--- src/rtl/reset_ctrl_pkg.sv ---
// reset_ctrl_pkg
//   Shared types and helpers for the reset controller.
//   state_t : controller FSM states
//   cause_t : encoding presented on reset_cause
//   sat_inc : saturating 8-bit increment used by the reset counter
package reset_ctrl_pkg;

    typedef enum logic [1:0] {
        POR      = 2'd0,
        RUN      = 2'd1,
        HOLD_BTN = 2'd2,
        STRETCH  = 2'd3
    } state_t;

    typedef enum logic [1:0] {
        CAUSE_POR  = 2'd0,
        CAUSE_BTN  = 2'd1,
        CAUSE_TRAP = 2'd2
    } cause_t;

    function automatic logic [7:0] sat_inc(input logic [7:0] v);
        return (v == 8'hFF) ? v : v + 8'd1;
    endfunction

endpackage

--- src/rtl/reset_ctrl_debounce.sv ---
// debounce
//   Synchronizes an asynchronous, bouncing active-low input and accepts a new
//   level only after CYCLES consecutive samples that differ from the current
//   accepted level.
// Ports
//   clk      in  1  sampling clock
//   reset_n  in  1  asynchronous active-low reset (sync flops and level -> 1)
//   in_n     in  1  raw active-low input, asynchronous to clk
//   level_n  out 1  debounced level (1 = released)
module debounce #(
    parameter int CYCLES = 40000
) (
    input  logic clk,
    input  logic reset_n,
    input  logic in_n,
    output logic level_n
);

    localparam int CW = $clog2(CYCLES + 1);

    logic          sync1;
    logic          sync2;
    logic          level;
    logic [CW-1:0] cnt;

    always_ff @(posedge clk or negedge reset_n) begin
        if (!reset_n) begin
            sync1 <= 1'b1;
            sync2 <= 1'b1;
        end else begin
            sync1 <= in_n;
            sync2 <= sync1;
        end
    end

    // The CYCLES-th consecutive differing sample is the one seen while the
    // counter holds CYCLES-1, so the level flips on that same edge.
    always_ff @(posedge clk or negedge reset_n) begin
        if (!reset_n) begin
            level <= 1'b1;
            cnt   <= '0;
        end else if (sync2 != level) begin
            if (cnt == CW'(CYCLES - 1)) begin
                level <= sync2;
                cnt   <= '0;
            end else begin
                cnt <= cnt + CW'(1);
            end
        end else begin
            cnt <= '0;
        end
    end

    assign level_n = level;

endmodule

--- src/rtl/reset_ctrl.sv ---
// reset_ctrl
//   Generates the system reset from a timed power-on pulse, the debounced
//   reset button and (optionally) a restart on trap. Tracks the cause of the
//   last reset and a saturating count of button/trap resets.
// Ports
//   clk             in  1  system clock
//   reset_n         in  1  asynchronous active-low reset
//   btn_n           in  1  raw reset button, active-low, bouncing
//   trap            in  1  trap level from system, sampled only in RUN
//   power_on_reset  out 1  active-high reset to system
//   reset_cause     out 2  0 POR, 1 BTN, 2 TRAP
//   reset_count     out 8  BTN+TRAP resets since reset_n, saturating at 255
module reset_ctrl
    import reset_ctrl_pkg::*;
#(
    parameter int DEBOUNCE_CYCLES = 40000,
    parameter int RESET_CYCLES    = 16,
    parameter int TRAP_RESTART    = 1
) (
    input  logic       clk,
    input  logic       reset_n,
    input  logic       btn_n,
    input  logic       trap,
    output logic       power_on_reset,
    output logic [1:0] reset_cause,
    output logic [7:0] reset_count
);

    localparam int SW = $clog2(RESET_CYCLES + 1);

    state_t        state;
    cause_t        cause;
    logic [SW-1:0] stretch;
    logic          btn_level_n;

    debounce #(
        .CYCLES(DEBOUNCE_CYCLES)
    ) u_debounce (
        .clk    (clk),
        .reset_n(reset_n),
        .in_n   (btn_n),
        .level_n(btn_level_n)
    );

    // A debounced press is checked before the stretch count in every state
    // that can see one, so a press always restarts the cycle via HOLD_BTN.
    always_ff @(posedge clk or negedge reset_n) begin
        if (!reset_n) begin
            state          <= POR;
            power_on_reset <= 1'b1;
            cause          <= CAUSE_POR;
            reset_count    <= '0;
            stretch        <= '0;
        end else begin
            case (state)
                POR: begin
                    if (!btn_level_n) begin
                        state       <= HOLD_BTN;
                        cause       <= CAUSE_BTN;
                        reset_count <= sat_inc(reset_count);
                        stretch     <= '0;
                    end else if (stretch == SW'(RESET_CYCLES - 1)) begin
                        state          <= RUN;
                        power_on_reset <= 1'b0;
                        stretch        <= '0;
                    end else begin
                        stretch <= stretch + SW'(1);
                    end
                end

                RUN: begin
                    if (!btn_level_n) begin
                        state          <= HOLD_BTN;
                        power_on_reset <= 1'b1;
                        cause          <= CAUSE_BTN;
                        reset_count    <= sat_inc(reset_count);
                        stretch        <= '0;
                    end else if (trap && (TRAP_RESTART != 0)) begin
                        state          <= STRETCH;
                        power_on_reset <= 1'b1;
                        cause          <= CAUSE_TRAP;
                        reset_count    <= sat_inc(reset_count);
                        stretch        <= '0;
                    end
                end

                HOLD_BTN: begin
                    power_on_reset <= 1'b1;
                    stretch        <= '0;
                    if (btn_level_n) begin
                        state <= STRETCH;
                    end
                end

                STRETCH: begin
                    if (!btn_level_n) begin
                        state       <= HOLD_BTN;
                        cause       <= CAUSE_BTN;
                        reset_count <= sat_inc(reset_count);
                        stretch     <= '0;
                    end else if (stretch == SW'(RESET_CYCLES - 1)) begin
                        state          <= RUN;
                        power_on_reset <= 1'b0;
                        stretch        <= '0;
                    end else begin
                        stretch <= stretch + SW'(1);
                    end
                end

                default: begin
                    state          <= POR;
                    power_on_reset <= 1'b1;
                    stretch        <= '0;
                end
            endcase
        end
    end

    assign reset_cause = cause;

endmodule

--- config.mk ---
export PLATFORM = sky130hd
export DESIGN_NAME = reset_ctrl
export DESIGN_NICKNAME = d
export VERILOG_FILES = /design/src/rtl/reset_ctrl_pkg.sv /design/src/rtl/reset_ctrl_debounce.sv /design/src/rtl/reset_ctrl.sv
export SDC_FILE = /design/constraint.sdc
export NUM_CORES = 1
export LEC_CHECK = 0
export ABC_AREA = 1
export BUFFER_PORTS_ARGS = -buffer_cell sky130_fd_sc_hd__buf_4
export CAP_MARGIN = 0
export CORE_MARGIN = 10
export CORE_UTILIZATION = 51
export DETAILED_ROUTE_END_ITERATION = 16
export HOLD_SLACK_MARGIN = 0.06
export PLACE_DENSITY_LB_ADDON = 0.2
export SYNTH_ARGS = -nofsm -noshare
export SYNTH_HDL_FRONTEND = slang
export SYNTH_SLANG_ARGS = --single-unit
--- constraint.sdc ---
create_clock -name clk -period 1.9 [get_ports clk]
set_clock_uncertainty 0.2 [all_clocks]
set_input_delay 0.38 -clock clk [delete_from_list [all_inputs] [get_ports clk]]
set_output_delay 0.38 -clock clk [all_outputs]
set_load 0.02 [all_outputs]
; ---- Word level (Yosys, flattened, before mapping)
; Cells that the tools add are included.
[classes]
addsub = 3
muxes = 27
reduce_logical = 7
eq_ne = 13
[ops]
columns = op, n
row1 = $mux 16, 2
row2 = $mux 8, 4
row3 = $mux 5, 4
row4 = $add 16x1->16 const B, 1
row5 = $eq 16x16->1 const B, 1
row6 = $mux 2, 8
row7 = $pmux 8 s2, 1
row8 = $pmux 5 s3, 1
row9 = $reduce_and 3->1, 3
row10 = $add 8x1->8 const B, 1
row11 = $eq 8x8->1 const B, 1
row12 = $ne 2x1->1 const B, 3
row13 = $ne 3x3->1 const B, 2
row14 = $pmux 2 s3, 1
row15 = $add 5x1->5 const B, 1
row16 = $eq 5x4->1 const B, 1
row17 = $eq 2x2->1 const B, 2
row18 = $mux 1, 4
row19 = $pmux 2 s2, 1
row20 = $pmux 1 s3, 1
row21 = $eq 2x1->1 const B, 1
row22 = $logic_not 2->1, 1
row23 = $ne 2x2->1 const B, 1
row24 = $reduce_and 2->1, 1
row25 = 3 further kinds, 3
[totals]
reg_bits = 37

; ---- Depth between registers and ports, before layout
[depth]
ltp_word = 5
depth_mapped = 9
depth_no_buf = 9

; ---- Cells and area by module
; Synthesis repeated with hierarchy kept, for this count alone.
[unflattened]
cells_unflattened = 262
hier_area_um2 = 2083.2
[by_module_without_submodules]
columns = mod, seq_area_each_um2, cells_per_inst, area_each_um2, n_inst
row1 = reset_ctrl, 451.7, 144, 1061.0, 1
row2 = debounce, 479.2, 118, 1022.2, 1

; ---- Least setup slack after synthesis
; OpenSTA, ideal clock, no wires.
[synth_path]
kind = reg2reg
startpoint = register state[0]
endpoint = register reset_count[6]
path_stages_with_launch = 8
arrival_ps = 1389
path_slack_ps = 188
required_time_ps = 1577
setup_ps = 123
synth_period_minus_slack_ps = 1712
cell_sequence = dfrtp_1 inv_1 ha_1 nand2_1 nand2_1 nor2_2 nand3_1 xor2_1
[synth_via]
elab_chain_len = 4
elab_cells_between_ends = 9
[synth_lines]
columns = item, line
row1 = "start, declared", reset_ctrl.sv:31  ; state_t state;
row2 = "start signal, assigned", reset_ctrl.sv:49  ; state <= POR;
row3 = "start signal, assigned", reset_ctrl.sv:58  ; state <= HOLD_BTN;
row4 = "start signal, assigned", reset_ctrl.sv:63  ; state <= RUN;
row5 = $eq 2x2->1 / $logic_not 2->1 (equally long branches), reset_ctrl.sv:55  ; case (state)
row6 = $reduce_or 2->1 (no source line), -
row7 = $ne 2x2->1 (no source line) / $reduce_bool 2->1 (equally long branches), -
row8 = $reduce_and 3->1 (no source line), -
row9 = "end signal, assigned", reset_ctrl.sv:60  ; reset_count <= sat_inc(reset_count);
row10 = "end signal, assigned", reset_ctrl.sv:76  ; reset_count <= sat_inc(reset_count);
row11 = "end signal, assigned", reset_ctrl.sv:82  ; reset_count <= sat_inc(reset_count);
row12 = "end, declared", reset_ctrl.sv:26  ; output logic [7:0] reset_count
; Several ways; a longest one is shown, not always the timed one.
; A chain may end at the register's enable or synchronous reset.

; ---- Final worst setup path
[layout_path]
startpoint = register state[1]
endpoint = register stretch[2]
[layout_via]
elab_chain_len = 3
elab_cells_between_ends = 7
[layout_lines]
columns = item, line
row1 = $eq 2x2->1 / $logic_not 2->1 (equally long branches), reset_ctrl.sv:55
row2 = $reduce_or 2->1 (no source line), -
row3 = $pmux 5 s3, reset_ctrl.sv:55
row4 = "end signal, assigned", reset_ctrl.sv:67  ; stretch <= stretch + SW'(1);
row5 = "end signal, assigned", reset_ctrl.sv:106  ; stretch <= stretch + SW'(1);
row6 = "end, declared", reset_ctrl.sv:33  ; logic [SW-1:0] stretch;
; Several ways; a longest one is shown, not always the timed one.

==> run metrics <==
HP Start=u_debounce.sync1; ANT nets after route=0; Post-Layout Cell Count=318; Synth area leader=dfrtp_1; NumNets Final=279; TritonCTS clock tree=yes; Synth Area in Compound Gates=0.0589; input/output buffers=14; Hold Path Class=reg -> reg; gr usage total=0.126; cell count after synthesis=244; Synth area leaders=dfrtp_1 42%, nand2_1 13%, nor2_1 6.1%; Post-CTS Setup Repair Bufs=0; GP Congestion=0.884; worst-margin pin slew=0.466 ns; CTS max path bufs=2; Crit Path Class=reg -> reg; Detailed Place HPWL=2750 um; #FFs+latches synth=37; DRC Markers=0; routed wire length=3690 um; Avg Cell Area, Syn=8.09 um^2; crit path max fanout=8; adder-cell area share of the yosys netlist=0.0380; Max Cap Viol=0; Layout fillers=348; Leakage=1.13 nW; Final Max Slew Viols=0; r2r worst-path depth=8; Die X=82.2 um; WL/cell=11.6 um; PD cells=673 nW/um^2; DR pass1 iterations=4; peak supply drop=0.379 mV; layout cells sized above 1=0.159; DR iter-0 viols=61; setup TNS=0 ns; Synth Area in Simple Gates=0.326; Sink Count=37; Hold Crit Depth=0; reg2reg end=stretch[2]; Starting Density=0.531; r2r setup slk=0.17 ns; most frequent cell after synthesis=nand2_1; outcome=finished, final reports clean; Critical Path End Type=flop; final period utilization=0.913; clock latency on the worst-skew pair=0.29 ns; ANT cells=0; via count=1566; Root Buffer Master=clkbuf_8; Post-synth top flop=dfrtp_1; Rows=22; setup violators final=0; Synth top cells by count=67 x nand2_1, 33 x dfrtp_1, 32 x nor2_1; H-Tree Depth=2; Area growth syn-to-layout=16.6%; Arrival @ worst endpoint=1.71 ns; largest family of logic cells by synthesized area=simple AND/OR/NAND/NOR gates; Critical Path RT=1.88 ns; share of async-settable or async-resettable flops after synthesis=1.00; gr ovfl total=0; Post-synth EDFFs=0; post-synthesis sequential area ratio=0.471; die area=6760 um^2; largest net degree at the start of global routing=38; core footprint=3720 um^2; placed cells=308; mux contribution to synthesized area=0; Peak Freq=577 MHz; initial antenna violation count=0; Vias/cell=4.92; distinct cell type count after synthesis=32; Startpoint Class=flop; total CTS buffers=5; Worst-path clk slew=0.07 ns; die height=82.2 um; RSZ-0062 raised after global routing=no; Synth Area in XOR/XNOR=0.0526; first-pass GRT wire length=6700 um; post-synth top area share=0.418; Relative slew margins=0.689; final hold vios=0; Worst R2R Start=state[1]; WHS Endpoint=u_debounce.sync2; Post-Syn Nets=254; vias in the first global route=1576; Mapped Area=1970 um^2; post-route minimum period=1.73 ns; number of synthesis warnings=0; IO Count=15
[layout by cell type, fill, tap and decap left out, drive strengths merged, types with 6 or more instances in the layout]
cell type | Yosys | layout
a21oi | 6 | 6
o21ai | 7 | 7
nand3 | 22 | 22
buf | 0 | 16
nand2 | 69 | 69
nor2 | 38 | 38
clkbuf | 0 | 6
dfrtp | 33 | 33
ha | 6 | 6
xor2 | 7 | 7
inv | 28 | 28
[logic make-up (layout without fill, tap and decap cells)]
kind of cell,count (synthesis),after routing
compound gates,20,20
flops,37,37
xor+xnor,11,11
buf+inv,28,54
simple gates,142,142
fa+ha+maj,6,6
[final cells by class]
class	instances	area (um^2)	share of cell area
tap	48	60.1	0.0261
clock buffer	6	82.6	0.0359
multi-input combinational	179	946	0.411
timing repair buffer	18	140	0.0609
inverter	28	105	0.0457
clock inverter	2	37.5	0.0163
sequential	37	931	0.404
[power by group]
part	leakage (nW)	switching (mW)	internal (mW)
logic	0.595	0.0281	0.0132
clock network	0.0574	0.279	0.427
registers	0.480	0.00596	0.796
[sequential cells by signal, indices dropped and copies added, names as in the netlist]
signal and count:
reset_cause 2, stretch 5, u_debounce.level_n 1, u_debounce.sync1 1, state 2, u_debounce.sync2 1
reset_count 8, u_debounce.cnt 16, power_on_reset 1
[stage by stage]
step           setup WS (ns)  total power, mW  instance area [um^2]  hold slack (ns)  utilization
2_1_floorplan          0.188            0.831                  1970           -0.116            -
5_1_grt              0.00620             1.62                  2300            0.172        0.620
6_report               0.166             1.55                  2300            0.163        0.620
3_3_place_gp           0.148            0.857                  2150            0.154        0.580
3_5_place_dp           0.101            0.857                  2150            0.152        0.580
4_1_cts               0.0886             1.58                  2290            0.163        0.618
[metal layers]
layer,GRT usage,wire length (um)
met5,0,0
met1,0.144,1710
met2,0.211,1800
met3,0.0432,133
met4,0.0493,48
[critical path, stage by stage, from the launching register on]
cell      delay, ns
dfrtp_1        0.41
inv_1          0.08
ha_1           0.20
nand2_2        0.10
nor2_4         0.22
inv_2          0.11
a21oi_1        0.14
o21bai_1       0.11
inv_1          0.05
[worst max-delay path by stage]
stage              from              to  slack [ns]  cells after the start
2_1_floorplan  state[0]  reset_count[6]        0.19                      7
3_3_place_gp   state[0]  reset_count[7]        0.15                      9
3_5_place_dp   state[0]  reset_count[1]        0.10                      9
4_1_cts        state[0]  reset_count[7]        0.09                      9
5_1_grt        state[1]      stretch[2]       0.006                      8
6_report       state[1]      stretch[2]        0.17                      8
[what timing repair did]
action | CTS | global route
resized for setup | 0 | 2
endpoints found under the hold margin | 34 | 0
setup endpoints to repair | 0 | 7
hold buffers | 2 | 0
Power figures use the tool's default switching activity.
